===== src/rtl/serial_frame_receiver_if.sv =====
// Bundle of the serial-in / parallel-out signals of the frame receiver.
// The slave modport is the receiver; the master modport is the line driver and word consumer.
interface serial_frame_receiver_if #(
    parameter int WIDTH = 4
);
    logic             serial_in;
    logic             bit_valid;
    logic             word_ready;
    logic [WIDTH-1:0] block;
    logic             word_valid;
    logic             frame_err;
    logic             overrun;
    logic             busy;

    modport master (
        output serial_in,
        output bit_valid,
        output word_ready,
        input  block,
        input  word_valid,
        input  frame_err,
        input  overrun,
        input  busy
    );

    modport slave (
        input  serial_in,
        input  bit_valid,
        input  word_ready,
        output block,
        output word_valid,
        output frame_err,
        output overrun,
        output busy
    );
endinterface


===== src/rtl/serial_frame_receiver.sv =====
// Receives start/data/stop framed serial bits and presents each good word on a
// valid/ready holding register, pulsing frame_err or overrun when a frame is lost.
module serial_frame_receiver #(
    parameter int WIDTH     = 4,
    parameter bit MSB_FIRST = 1'b0
) (
    input  logic                  clk_i,
    input  logic                  rst_ni,
    serial_frame_receiver_if.slave bus
);
    localparam int CW = $clog2(WIDTH + 1);

    typedef enum logic [1:0] {
        IDLE = 2'd0,
        DATA = 2'd1,
        STOP = 2'd2
    } state_t;

    state_t           state_q, state_d;
    logic [CW-1:0]    cnt_q, cnt_d;
    logic [WIDTH-1:0] shift_q, shift_d;
    logic [WIDTH-1:0] block_q, block_d;
    logic             valid_q, valid_d;
    logic             ferr_q, ferr_d;
    logic             ovr_q, ovr_d;

    logic [WIDTH-1:0] shifted;
    logic             transfer;

    // Shift network: right-shift puts the first bit at [0], left-shift at [WIDTH-1].
    for (genvar gi = 0; gi < WIDTH; gi++) begin : g_shift
        if (MSB_FIRST) begin : g_left
            if (gi == 0) begin : g_in
                assign shifted[gi] = bus.serial_in;
            end else begin : g_mv
                assign shifted[gi] = shift_q[gi-1];
            end
        end else begin : g_right
            if (gi == WIDTH - 1) begin : g_in
                assign shifted[gi] = bus.serial_in;
            end else begin : g_mv
                assign shifted[gi] = shift_q[gi+1];
            end
        end
    end

    assign transfer = valid_q & bus.word_ready;

    always_ff @(posedge clk_i or negedge rst_ni) begin
        if (!rst_ni) begin
            state_q <= IDLE;
            cnt_q   <= '0;
            shift_q <= '0;
            block_q <= '0;
            valid_q <= 1'b0;
            ferr_q  <= 1'b0;
            ovr_q   <= 1'b0;
        end else begin
            state_q <= state_d;
            cnt_q   <= cnt_d;
            shift_q <= shift_d;
            block_q <= block_d;
            valid_q <= valid_d;
            ferr_q  <= ferr_d;
            ovr_q   <= ovr_d;
        end
    end

    always_comb begin
        state_d = state_q;
        cnt_d   = cnt_q;
        shift_d = shift_q;
        block_d = block_q;
        valid_d = valid_q;
        ferr_d  = 1'b0;
        ovr_d   = 1'b0;

        if (transfer) begin
            valid_d = 1'b0;
        end

        if (bus.bit_valid) begin
            unique case (state_q)
                IDLE: begin
                    if (!bus.serial_in) begin
                        state_d = DATA;
                        cnt_d   = '0;
                    end
                end
                DATA: begin
                    shift_d = shifted;
                    cnt_d   = cnt_q + CW'(1);
                    if (cnt_q == CW'(WIDTH - 1)) begin
                        state_d = STOP;
                    end
                end
                STOP: begin
                    state_d = IDLE;
                    if (bus.serial_in) begin
                        // A word consumed on this same edge frees the register for the new one.
                        if (!valid_q || transfer) begin
                            block_d = shift_q;
                            valid_d = 1'b1;
                        end else begin
                            ovr_d = 1'b1;
                        end
                    end else begin
                        ferr_d = 1'b1;
                    end
                end
                default: begin
                    state_d = IDLE;
                end
            endcase
        end
    end

    assign bus.block      = block_q;
    assign bus.word_valid = valid_q;
    assign bus.frame_err  = ferr_q;
    assign bus.overrun    = ovr_q;
    assign bus.busy       = (state_q != IDLE);
endmodule


===== src/flat_wrapper.sv =====
// flat-port wrapper written by rule: the top's interface ports become plain ports
module serial_frame_receiver_flat 
#(
    parameter int WIDTH     = 4,
    parameter bit MSB_FIRST = 1'b0
)
  (clk_i, rst_ni, bus_serial_in, bus_bit_valid, bus_word_ready, bus_block, bus_word_valid, bus_frame_err, bus_overrun, bus_busy);
  serial_frame_receiver_if #(.WIDTH(WIDTH)) bus_i ();
  input  logic clk_i;
  input  logic rst_ni;
  input wire logic [$bits(bus_i.serial_in)-1:0] bus_serial_in;
  input wire logic [$bits(bus_i.bit_valid)-1:0] bus_bit_valid;
  input wire logic [$bits(bus_i.word_ready)-1:0] bus_word_ready;
  output wire logic [$bits(bus_i.block)-1:0] bus_block;
  output wire logic [$bits(bus_i.word_valid)-1:0] bus_word_valid;
  output wire logic [$bits(bus_i.frame_err)-1:0] bus_frame_err;
  output wire logic [$bits(bus_i.overrun)-1:0] bus_overrun;
  output wire logic [$bits(bus_i.busy)-1:0] bus_busy;
  assign bus_i.serial_in = bus_serial_in;
  assign bus_i.bit_valid = bus_bit_valid;
  assign bus_i.word_ready = bus_word_ready;
  assign bus_block = bus_i.block;
  assign bus_word_valid = bus_i.word_valid;
  assign bus_frame_err = bus_i.frame_err;
  assign bus_overrun = bus_i.overrun;
  assign bus_busy = bus_i.busy;
  serial_frame_receiver #(.WIDTH(WIDTH), .MSB_FIRST(MSB_FIRST)) u_core (.clk_i(clk_i), .rst_ni(rst_ni), .bus(bus_i));
endmodule

===== config.mk =====
export PLATFORM = sky130hd
export DESIGN_NAME = serial_frame_receiver_flat
export DESIGN_NICKNAME = d
export VERILOG_FILES = /design/src/rtl/serial_frame_receiver_if.sv /design/src/rtl/serial_frame_receiver.sv /design/src/flat_wrapper.sv
export SDC_FILE = /design/constraint.sdc
export NUM_CORES = 1
export LEC_CHECK = 0
export CORE_ASPECT_RATIO = 0.5
export CORE_MARGIN = 5
export CORE_UTILIZATION = 25
export CTS_BUF_LIST = sky130_fd_sc_hd__clkbuf_8
export DETAILED_ROUTE_END_ITERATION = 8
export SLEW_MARGIN = 15
export SYNTH_ARGS = -nofsm -noshare
export SYNTH_HDL_FRONTEND = slang
export SYNTH_SLANG_ARGS = --single-unit

===== constraint.sdc =====
create_clock -name clk_i -period 3.3 [get_ports clk_i]
set_clock_uncertainty 0.1 [all_clocks]
set_input_delay 0.33 -clock clk_i [delete_from_list [all_inputs] [get_ports clk_i]]
set_output_delay 0.33 -clock clk_i [all_outputs]
set_load 0.1 [all_outputs]

; ---- Yosys cells after proc, flatten, opt, wreduce, memory -nomap -nowiden
; Index checks and enable logic that the tools add are counted.
; Widths: inputs -> output; s select.
[classes]
reduce_logical = 9
mux = 17
bitwise_logic = 1
add_sub_neg = 1
n_eq_ne = 5
[ops]
columns = cell, n
row1 = $mux 1, 12
row2 = $pmux 3 s2, 1
row3 = $reduce_and 3->1, 2
row4 = $mux 2, 2
row5 = $pmux 2 s2, 1
row6 = $reduce_and 4->1, 1
row7 = $reduce_bool 2->1, 2
row8 = $add 3x1->3 const B, 1
row9 = $eq 3x2->1 const B, 1
row10 = $mux 3, 1
row11 = $eq 2x1->1 const B, 1
row12 = $eq 2x2->1 const B, 1
row13 = $logic_not 2->1, 1
row14 = $ne 2x1->1 const B, 1
row15 = $ne 2x2->1 const B, 1
row16 = $reduce_and 2->1, 1
row17 = $and 1x1->1, 1
row18 = $logic_not 1->1, 1
row19 = $logic_or 1x1->1, 1
[totals]
output_inout_bits = 8
word_cells = 40
regBits = 16

; ---- Depth between registers and ports, before layout
[depth]
depth_word = 6
ltp_mapped = 5
ltp_nobuf = 5

; ---- Worst setup path before layout
; No wires, ideal clock.
[synth_path]
path_kind = reg2reg
start = reg u_core.valid_q (netlist: u_core.bus.word_valid)
end = reg u_core.block_q[0] (netlist: u_core.bus.block[0])
path_stages_with_launch = 4
t_arrival_ns = 1.519
setup_time_ns = 0.125
path_slack_ns = 1.555
path_cell_list = dfrtp_1 nand2b_1 nor2b_4 mux2_2
[synth_via]
elab_chain_cells = 3
elab_cells_between_ends = 4
classes_between = bitwise: 1 / reduce/logical: 3
[synth_lines]
columns = item, line_no
row1 = start: declaration, serial_frame_receiver.sv:23  ; logic valid_q, valid_d;
row2 = start signal: assignment, serial_frame_receiver.sv:63  ; valid_q <= valid_d;
row3 = $and 1x1->1 / $logic_not 1->1 (equally long branches), "serial_frame_receiver.sv:47, serial_frame_receiver.sv:101"
row4 = $logic_or 1x1->1 *, serial_frame_receiver.sv:101  ; if (!valid_q || transfer) begin
row5 = $reduce_and 4->1 (no line) *, -
row6 = end signal: assignment, serial_frame_receiver.sv:62  ; block_q <= block_d;
row7 = end: declaration, serial_frame_receiver.sv:22  ; logic [WIDTH-1:0] block_q, block_d;
; Every way passes the cells marked *; elsewhere a longest branch is shown, timed or not.
; A chain may end at the register's enable or synchronous reset.

; ---- Worst setup path in the final report
[layout_path]
start = reg u_core.state_q[1]
end = out bus_busy
[layout_via]
elab_chain_cells = 1
[layout_lines]
columns = item, line_no
row1 = start: declaration, serial_frame_receiver.sv:19  ; state_t state_q, state_d;
row2 = start signal: assignment, serial_frame_receiver.sv:59  ; state_q <= state_d;
row3 = $reduce_bool 2->1, serial_frame_receiver.sv:122  ; assign bus.busy = (state_q != IDLE);
row4 = end: declaration, flat_wrapper.sv:18  ; output wire logic [$bits(bus_i.busy)-1:0] bus_busy;
; No other way between the ends.

==> results.json <==
{
  "max_stage_delay_ns": 0.97,
  "synth_nets": 58,
  "drt_iter0_drc": 6,
  "p_per_area_nw_per_um2": 1060,
  "hold_viol_final": 0,
  "finalWirelength_um": 1330,
  "cp_max_fo": 8,
  "maxCapViolCount": 0,
  "final_cell_mix": "dfrtp_1 (16), clkdlybuf4s50_1 (12), mux2_2 (8)",
  "htree_levels": 1,
  "leakage_nw": 0.406,
  "path_clk_slew_ns": 0.06,
  "worstPathBufferInverterCount": 1,
  "seq_area_frac_synth": 0.597,
  "drive_above_1_share": 0.242,
  "gp_congestion": 0.721,
  "cp-start-kind": "flip-flop",
  "grt_pass1_vias": 460,
  "r2r_cells": 3,
  "dp.final_hpwl_um": 1030,
  "post-cts-setup-buffers": 0,
  "p_sw_frac": 0.450,
  "power.net_switching_uw": 421,
  "worstSkewPairLatency_ns": 0.25,
  "diodes": 0,
  "status": "completed",
  "grt.total_usage": 0.0718,
  "crit_required_ns": 2.87,
  "cp.arrival_ns": 2.00,
  "cpLargestDelayFamily": "buffers and inverters",
  "peakVddDrop_mv": 0.272,
  "synth-seq-cells": 16,
  "wire_per_inst_um": 12.9,
  "p_comb_frac": 0.468,
  "hp-class": "primary input to async pin",
  "whs_ns": 0.406,
  "p_seq_frac": 0.348,
  "finalSetupViolCount": 0,
  "cp_cell_sequence": "or2_2, clkdlybuf4s50_1",
  "first_pass_iters": 3,
  "cts_hold_buf": 0,
  "place_inst": 99,
  "grt_max_degree": 17,
  "worstMarginPinSlew_ns": 0.983,
  "grt_pass1_wl_um": 2150,
  "io_pins": 13,
  "period_share": 0.736,
  "port_buffers": 12,
  "cts_sinks": 16,
  "drc_errors": 0,
  "netlist_area_um2": 671,
  "slowest_stage": "clkdlybuf4s50_1",
  "crit_path_end_kind": "output pin",
  "path_depth": 2,
  "core_area_um2": 2590,
  "yosysUniqueCellTypes": 21,
  "num_vias": 433,
  "setup_tns_ns": 0,
  "overflow": 0,
  "nets": 74,
  "fmax_mhz": 412,
  "intPower_uw": 515,
  "cts_made_buffers": 3,
  "dieArea_um2": 3880,
  "die_h_um": 46.6,
  "postRouteAntennaNets": 0,
  "cts_tree": "yes",
  "cts-resized-gates": 0,
  "dieWidth_um": 83.2,
  "total_power_uw": 936,
  "rsz0062_at_grt": "no",
  "clock_path_buffers": 2,
  "crit_type": "flip-flop to output pin",
  "syn2layout_area_growth_pct": 32.3,
  "instances_no_fill": 103,
  "vias_per_cell": 4.20,
  "fillers": 248,
  "start_util": 0.259,
  "layout_commonest_cell": "dfrtp_1",
  "period_needed_ns": 2.43,
  "rows": 13,
  "power_frac_clock": 0.184,
  "relSlewSlack": 0.342,
  "maxSlewViolCount": 0,
  "postSynthAreaPerCell_um2": 13.1,
  "final_util": 0.343,
  "yosysWarnings": 0,
  "antenna_found_initial": 0,
  "synth_cells": 51,
  "ctsRootBufferMaster": "clkbuf_8"
}
## power groups by stage
stage                     logic [mW]  registers, mW  clock network, mW
final                          0.438          0.325              0.172
after global routing           0.462          0.333              0.182
after CTS                      0.444          0.324              0.178
after detailed placement       0.441          0.326                  0
after global placement         0.424          0.318                  0
after floorplan                0.172          0.484                  0
## stage by stage
| stage | cell area (um2) | worst slack (ns) |
|---|---|---|
| 2_1_floorplan | 671 | 1.56 |
| 3_3_place_gp | 832 | 1.18 |
| 3_5_place_dp | 832 | 1.15 |
| 4_1_cts | 887 | 0.867 |
| 5_1_grt | 887 | 0.818 |
| 6_report | 887 | 0.872 |
## logic make-up after synthesis
logic type,count (synthesis),share of synthesized area
compound gates,7,0.0672
fa+ha+maj,2,0.0373
buf+inv,4,0.0242
flops,16,0.597
mux,9,0.149
simple gates,13,0.125
## final cells by class
class	instances	area, um2	area share
Timing Repair Buffer	12	120	0.135
Inverter	3	11.3	0.0127
Multi-Input combinational cell	31	254	0.286
Tap cell	37	46.3	0.0522
Sequential cell	16	400	0.451
Clock buffer	4	55.1	0.0621
## flip-flops by register name, indices dropped and copies added, names as in the netlist
register	count
u_core.bus.block	4
u_core.shift_q	4
u_core.cnt_q	3
u_core.state_q	2
u_core.bus.frame_err	1
u_core.bus.overrun	1
u_core.bus.word_valid	1
## Yosys cell counts
cell,instances,area [um2]
a22o_1,1,8.76
a31oi_1,1,6.26
and2b_2,1,8.76
and4_2,1,10.0
clkbuf_2,1,5.00
dfrtp_1,16,400
ha_1,2,25.0
inv_1,3,11.3
mux2_2,8,90.1
mux2i_1,1,10.0
nand2_1,3,11.3
nand2b_1,1,6.26
nand3_1,1,5.00
nand4b_1,1,8.76
nor2_1,2,7.51
nor2b_1,1,6.26
nor2b_4,1,13.8
o21ai_0,3,15.0
o22ai_1,1,6.26
o2bb2ai_1,1,8.76
or2_2,1,6.26
## metal layers
metal  part of all wire  global-route usage  wire length (um)  up-vias
li1                   -                   -                 -      208
met1               0.42              0.0728               557      220
met2               0.56               0.145               738        3
met3             0.0083              0.0161                11        2
met4              0.013              0.0391                17        0
met5                  0                   0                 0        -
## final timing paths
kind,start,endpoint,slack (ns)
worst max-delay path,u_core.state_q[1],bus_busy,0.87
worst min-delay path,rst_ni,u_core.shift_q[0],0.41
worst max register to register,u_core.state_q[0],u_core.bus.block[3],1.76
worst min register to register,u_core.bus.block[2],u_core.bus.block[2],0.41
max in group asynchronous,rst_ni,u_core.cnt_q[2],2.24
min in group clk_i,u_core.bus.block[2],u_core.bus.block[2],0.41
(Power assumes the default switching activity.)
